### src/rtl/regfile_mp_pkg.sv
// Shared types and helpers for the regfile_mp multi-port register file.
// Optional build macro: REGFILE_MP_BYPASS_EN (write-to-read forwarding).
package regfile_mp_pkg;

    typedef enum logic {
        RF_CLEAR = 1'b0,
        RF_READY = 1'b1
    } rf_state_e;

    localparam int RF_ZERO_ADDR = 0;

    // LSB position of port `port` inside a packed bus of `width`-bit fields.
    function automatic int port_lsb(input int port, input int width);
        return port * width;
    endfunction

endpackage

### src/rtl/regfile_mp_clear.sv
// Post-reset clear sequencer: walks R[1]..R[NREGS-1] once, then reports ready.
// Optional build macro: REGFILE_MP_BYPASS_EN (not used in this file).
module regfile_mp_clear
    import regfile_mp_pkg::*;
#(
    parameter int NREGS = 32,
    parameter int AW    = $clog2(NREGS)
) (
    input  logic          clk,
    input  logic          rst_n,
    output logic          ready_o,
    output logic          clr_en_o,
    output logic [AW-1:0] clr_addr_o,
    output rf_state_e     state_o
);

    rf_state_e     state_q, state_d;
    logic [AW-1:0] cnt_q, cnt_d;

    always_ff @(posedge clk) begin
        if (!rst_n) begin
            state_q <= RF_CLEAR;
            cnt_q   <= AW'(1);
        end else begin
            state_q <= state_d;
            cnt_q   <= cnt_d;
        end
    end

    always_comb begin
        state_d  = state_q;
        cnt_d    = cnt_q;
        clr_en_o = 1'b0;
        case (state_q)
            RF_CLEAR: begin
                clr_en_o = 1'b1;
                cnt_d    = cnt_q + AW'(1);
                if (cnt_q == AW'(NREGS - 1)) state_d = RF_READY;
            end
            RF_READY: state_d = RF_READY;
            default:  state_d = RF_CLEAR;
        endcase
    end

    assign clr_addr_o = cnt_q;
    assign ready_o    = (state_q == RF_READY);
    assign state_o    = state_q;

endmodule

### src/rtl/regfile_mp.sv
// Multi-port register file: NRD combinational reads, two prioritised write ports.
// Optional build macro: REGFILE_MP_BYPASS_EN forwards same-cycle writes to reads.
module regfile_mp
    import regfile_mp_pkg::*;
#(
    parameter int XLEN  = 32,
    parameter int NREGS = 32,
    parameter int NRD   = 2,
    parameter int AW    = $clog2(NREGS)
) (
    input  logic                clk,
    input  logic                rst_n,
    output logic                ready,
    input  logic                wen0,
    input  logic [AW-1:0]       waddr0,
    input  logic [XLEN-1:0]     wdata0,
    input  logic                wen1,
    input  logic [AW-1:0]       waddr1,
    input  logic [XLEN-1:0]     wdata1,
    input  logic [NRD*AW-1:0]   raddr,
    output logic [NRD*XLEN-1:0] rdata,
    output logic                wdrop
);

    logic [XLEN-1:0] mem_q [NREGS];
    logic            clr_en;
    logic [AW-1:0]   clr_addr;
    rf_state_e       state;
    logic            we0, we1;
    logic            wdrop_q, wdrop_d;

    regfile_mp_clear #(.NREGS(NREGS), .AW(AW)) u_clear (
        .clk        (clk),
        .rst_n      (rst_n),
        .ready_o    (ready),
        .clr_en_o   (clr_en),
        .clr_addr_o (clr_addr),
        .state_o    (state)
    );

    assign we0 = rst_n && ready && wen0 && (waddr0 != AW'(RF_ZERO_ADDR));
    assign we1 = rst_n && ready && wen1 && (waddr1 != AW'(RF_ZERO_ADDR));

    // Port 1 is assigned last so it wins a same-address collision.
    always_ff @(posedge clk) begin
        if (rst_n && clr_en) begin
            mem_q[clr_addr] <= '0;
        end else begin
            if (we0) mem_q[waddr0] <= wdata0;
            if (we1) mem_q[waddr1] <= wdata1;
        end
    end

    // Drops: anything non-zero during the sweep, or port 0 losing a collision.
    always_comb begin
        wdrop_d = 1'b0;
        if (ready) begin
            wdrop_d = wen0 && wen1 && (waddr0 == waddr1) && (waddr0 != AW'(RF_ZERO_ADDR));
        end else begin
            wdrop_d = (wen0 && (waddr0 != AW'(RF_ZERO_ADDR))) ||
                      (wen1 && (waddr1 != AW'(RF_ZERO_ADDR)));
        end
    end

    always_ff @(posedge clk) begin
        if (!rst_n) wdrop_q <= 1'b0;
        else        wdrop_q <= wdrop_d;
    end

    assign wdrop = wdrop_q;

    for (genvar i = 0; i < NRD; i++) begin : g_rd
        logic [AW-1:0]   a;
        logic [XLEN-1:0] d;

        assign a = raddr[port_lsb(i, AW) +: AW];

        always_comb begin
            d = '0;
            if (state == RF_READY && a != AW'(RF_ZERO_ADDR)) begin
                d = mem_q[a];
`ifdef REGFILE_MP_BYPASS_EN
                if (we0 && waddr0 == a) d = wdata0;
                if (we1 && waddr1 == a) d = wdata1;
`else
`endif
            end
        end

        assign rdata[port_lsb(i, XLEN) +: XLEN] = d;
    end

endmodule

### config.mk
export PLATFORM = sky130hd
export DESIGN_NAME = regfile_mp
export DESIGN_NICKNAME = d
export VERILOG_FILES = /design/src/rtl/regfile_mp_pkg.sv /design/src/rtl/regfile_mp_clear.sv /design/src/rtl/regfile_mp.sv
export SDC_FILE = /design/constraint.sdc
export NUM_CORES = 2
export LEC_CHECK = 0
export BUFFER_PORTS_ARGS = -buffer_cell sky130_fd_sc_hd__buf_4
export CAP_MARGIN = 5
export CORE_AREA = 2 2 248 494
export CTS_BUF_LIST = sky130_fd_sc_hd__clkbuf_16
export DETAILED_ROUTE_END_ITERATION = 12
export DIE_AREA = 0 0 250 496
export PLACE_DENSITY = 0.65
export SYNTH_ARGS = -nofsm -noshare
export SYNTH_HDL_FRONTEND = slang
export SYNTH_SLANG_ARGS = --single-unit
export TNS_END_PERCENT = 5
### constraint.sdc
create_clock -name clk -period 11.8 [get_ports clk]
set_input_delay 2.36 -clock clk [delete_from_list [all_inputs] [get_ports clk]]
set_output_delay 2.36 -clock clk [all_outputs]
set_load 0.02 [all_outputs]
* Word-level counts from Yosys, hierarchy flattened
Memories as Yosys holds them, arrays and structs flattened.
Index checks and enable logic that the tools add are counted.
** Cells by class
- Add/subtract/negate cells :: 1
- Equality and inequality tests :: 2
- Muxes and demuxes :: 17
- Bitwise operators :: 1
- Reduce and logical (&&, ||, !) cells :: 19
** Operator list (number)
- 2-to-1 mux 32 bit :: 3
- OR reduction 32 bit :: 1
- nonzero test 5 bit :: 4
- logical AND 1 bit :: 13
- 2-to-1 mux 1 bit :: 12
- adder 5 x 1 -> 5 bit, second input constant :: 1
- equality test 5 bit :: 1
- equality test 5 bit, second input constant :: 1
- 2-to-1 mux 5 bit :: 1
- one-hot mux 1 bit (2 select lines) :: 1
- logical OR 1 bit :: 1
- inverter 1 bit :: 1
** Word-level totals
- Register bits after elaboration :: 7
- Bits in writable memories :: 1024
- Word-level logic and storage cells :: 44
- Memories kept :: 1
** Memory list
- mem_q :: words 32, width 32, read ports 2, clocked after memory_dff 0, write ports 2, RTL line regfile_mp.sv:25 : logic [XLEN-1:0] mem_q [NREGS];

* Depth between registers and ports, before layout
- Word-level depth :: 8
- Mapped depth :: 9

* By module
Synthesis repeated with hierarchy kept, for this count alone.
** Second synthesis, totals
- Cell total of the unflattened synthesis :: 5399
- Area total of the unflattened synthesis :: 59432.0 sq um
** By module, submodules not included
- regfile_mp :: instances 1, cells an instance 5374, area each 59145.5 sq um
- regfile_mp_clear :: instances 1, cells an instance 25, area each 286.5 sq um

* Worst setup path after synthesis
OpenSTA, ideal clock, no wires.
- Path kind :: input port to output port
- Start :: input port raddr[5]
- End :: output port rdata[52]
- Arrival :: 3.997 ns
- Path slack :: 5.443 ns
- Stages :: 7
- Cell sequence :: buf_2 > buf_6 > buf_2 > mux4_2 > a22oi_1 > o31a_1 > nand4_1
** Between the ends
- Cells in the longest elaborated chain, start to end :: 3
- Elaborated cells on any way between the ends :: 4
** RTL lines
- start: declaration :: RTL line regfile_mp.sv:20 : input logic [NRD*AW-1:0] raddr,
- branches (longest 2 deep; another with memory (32 x 32 bit))
- 2-to-1 mux 32 bit (*) :: RTL line regfile_mp.sv:80 : if (state == RF_READY && a != AW'(RF_ZERO_ADDR)) begin
- end: declaration :: RTL line regfile_mp.sv:21 : output logic [NRD*XLEN-1:0] rdata,
Every way passes the cells marked *.

* Worst setup path after layout
- Start :: input port raddr[5]
- End :: output port rdata[61]
Same word-level chain as after synthesis.

==> metrics <==
Reg area=between 30000 and 40000 sq um; FMAX=approximately 0.12 GHz; Async SR Flop Fraction=0; crit-path cells=buf_8 -> buf_4 -> nand2_2 -> o21ai_0 -> nor3_1 -> or4_1 -> buf_4; core region area=between 100000 and 150000 sq um; CP required=between 9000 and 10000 ps; critical path fanouts, max=51; site row count=between 150 and 200; internal power=approximately 5800 uW; Layout Skew=22.79 ps; RSZ-0062 raised after global routing=false; Reg clk slew, reported paths=about 70 ps; Fin. Hold Viols=0; I/O pins=approximately 150; total grt overflow=0; outcome=finished clean; Post-synth EDFFs=about 1.0k; first-pass GRT wire length=342600 um; Sum Neg Setup Slack=0 ps; overall power=7642 uW; Vias/cell=roughly 7.3; CP bufs+invs=3; largest net degree at the start of global routing=around 120; DRT iter0 DRCs=a little under 8k; final wirelength=roughly 250000 um; CTS Buffer Depth=3; # H-tree levels=3; die area=124000 sq um; biggest cell delay along the critical path=between 900 and 1000 ps; top cells by area, synth=edfxtp_1 (52%), mux4_2 (9.5%), o21ai_0 (7.3%), mux2_2 (6.3%), nand2_1 (5.9%); post_cts resized=0; element type at the critical path start=input port; GRT Util Overall=0.3962; Num CTS Buffers=90; fin nets=5066; Yosys top cell by area=edfxtp_1; Tmin final=around 8500 ps; Distinct cells, synth=60; placer congestion estimate=~0.90; synthesized area per cell=around 11 sq um; Initial Util=0.4959; share of cells above drive strength 1=0.2157; root buffer cell=clkbuf_16; Switching Fraction=0.2422; synthesized netlist cell count=between 5k and 6k; drt first pass iters=8; most frequent CP cell=buf_4; hold_buf cts=0; Layout area overhead=8.118%; Switching Power=about 1900 uW; Slew HR=0.1061; Critical Path Sink Type=output pin; worst-skew pair later-pin latency=~740 ps; synthesized area=59640 sq um; post-route clock period utilization=0.7239; combinational fraction of design power=0.073; register bit total from synthesis=roughly 1.0k; maximum VDD drop=around 0.00010 V; DRC Markers=0; Syn Nets=approximately 5.3k; CP arrival=between 6000 and 7000 ps; total number of vias=between 40k and 50k; sequential element share of the synthesized area=0.5179; die width=approximately 250 um; most common library cell in the layout ignoring fill and taps=edfxtp_1; clock power share=0.400; initial antenna violation count=19; most frequent cells in the layout=edfxtp_1 (1024), nand2_1 (935), o21ai_0 (866); final antenna-violating net count=0; CTS sink cnt=about 1.0k; HPWL after DPL=approximately 140000 um; vias in the first global route=around 47k; FILL cells=10.33k; Wirelength per Cell=around 38 um; TritonCTS clock tree=yes; post-synth top area share=0.5156; final setup vio count=0; chip height=496 um; critical path type=in -> out; Flop pwr share=0.527; dpl cell area=61580 sq um; post-route cell area=64490 sq um; Slew Viols, Final=0; post-CTS setup repair buffer count=0; delay-heaviest family, CP=simple AND/OR/NAND/NOR gates; ys flop type=edfxtp_1; leak pwr=~0.02 uW; worst min path class=reg -> reg; area of the multi-input gates=around 26000 sq um; highest-delay cell along the critical path=nand2_2; Slew @ Worst Pin=~1300 ps; Pwr Density=between 100 and 150 nW/um^2; yosys warns=0; Final Util=0.5362; MaxCap Viol Count=0; count of input and output buffers=around 150
-- metrics by stage --
stage / worst slack (ps) / instances / hold slack, ps
2_1_floorplan: 5443 / 5221 / 500.0
3_3_place_gp: 3330 / 6431 / 563.4
3_5_place_dp: 3440 / 6431 / 589.1
4_1_cts: 3436 / 6595 / 603.7
5_1_grt: 3245 / 6596 / 656.1
6_report: 3258 / 6609 / 604.2
-- tightest hold or removal path, stage by stage, from the launching register on --
cell	delay (ps)
dfxtp_1	380
o21ai_0	110
a21oi_1	70
-- cell usage after synthesis, drive strengths merged (7+ instances only) --
| cell type | instances |
|---|---|
| a211oi | 64 |
| a21oi | 37 |
| a22o | 26 |
| a22oi | 135 |
| a31oi | 36 |
| buf | 274 |
| clkbuf | 338 |
| dfxtp | 7 |
| edfxtp | 1024 |
| inv | 35 |
| mux2 | 356 |
| mux2i | 263 |
| mux4 | 252 |
| nand2 | 937 |
| nand2b | 9 |
| nand3 | 125 |
| nand4 | 61 |
| nor2 | 19 |
| nor2b | 72 |
| nor3 | 33 |
| o21ai | 903 |
| o21bai | 26 |
| o22ai | 66 |
| o31a | 33 |
| or3 | 38 |
-- final cells by class --
type,count,area share
well taps,1547,0.03002
clock inverters,73,0.009197
inverters,35,0.002037
diodes,14,0.0005433
multi-input cells,3543,0.4108
flip-flops and latches,1031,0.4790
repair buffers,275,0.03308
clock buffers,91,0.03531
-- power by group through the flow --
stage	sequential [uW]	clock (uW)	combinational [uW]
after global routing	4030	3160	557
after detailed placement	4110	0	531
after floorplan	4100	0	331
after CTS	4030	3050	532
after global placement	4100	0	528
final	4030	3060	556
-- cells by family after synthesis --
| family | count (synthesis) | share of synthesized area |
|---|---|---|
| multiplexers | 871 | 0.2065 |
| AND/OR/NAND/NOR | 1321 | 0.09633 |
| adder cells (fa/ha/maj) | 2 | 0.0004195 |
| buffers and inverters | 647 | 0.04863 |
| AO/OA/AOI/OAI | 1342 | 0.1292 |
| flip-flops | 1031 | 0.5179 |
| XOR/XNOR | 7 | 0.001028 |
-- state kept, by name (all words and copies together) (netlist names) --
signal	cells
mem_q	1024
wdrop	1
u_clear.ready_o	1
u_clear.clr_addr_o	5
-- path summary, 6_finish.rpt --
check | from | endpoint | slack, ps | cells after the start
max | raddr[5] | rdata[61] | 3260 | 7
min | u_clear.clr_addr_o[3] | u_clear.clr_addr_o[3] | 600 | 2
min reg2reg | u_clear.clr_addr_o[3] | u_clear.clr_addr_o[3] | 600 | 2
max reg2reg | u_clear.ready_o | mem_q[13][12] | 7520 | 6
-- layer usage --
layer	global-route usage	wire length [um]	vias up
li1	-	-	19197
met2	0.6216	113100	4136
met4	0.3236	23720	16
met3	0.1156	34220	1297
met1	0.4514	77350	23300
met5	0	85	-
Note: power is estimated with default switching activity, not from simulation.
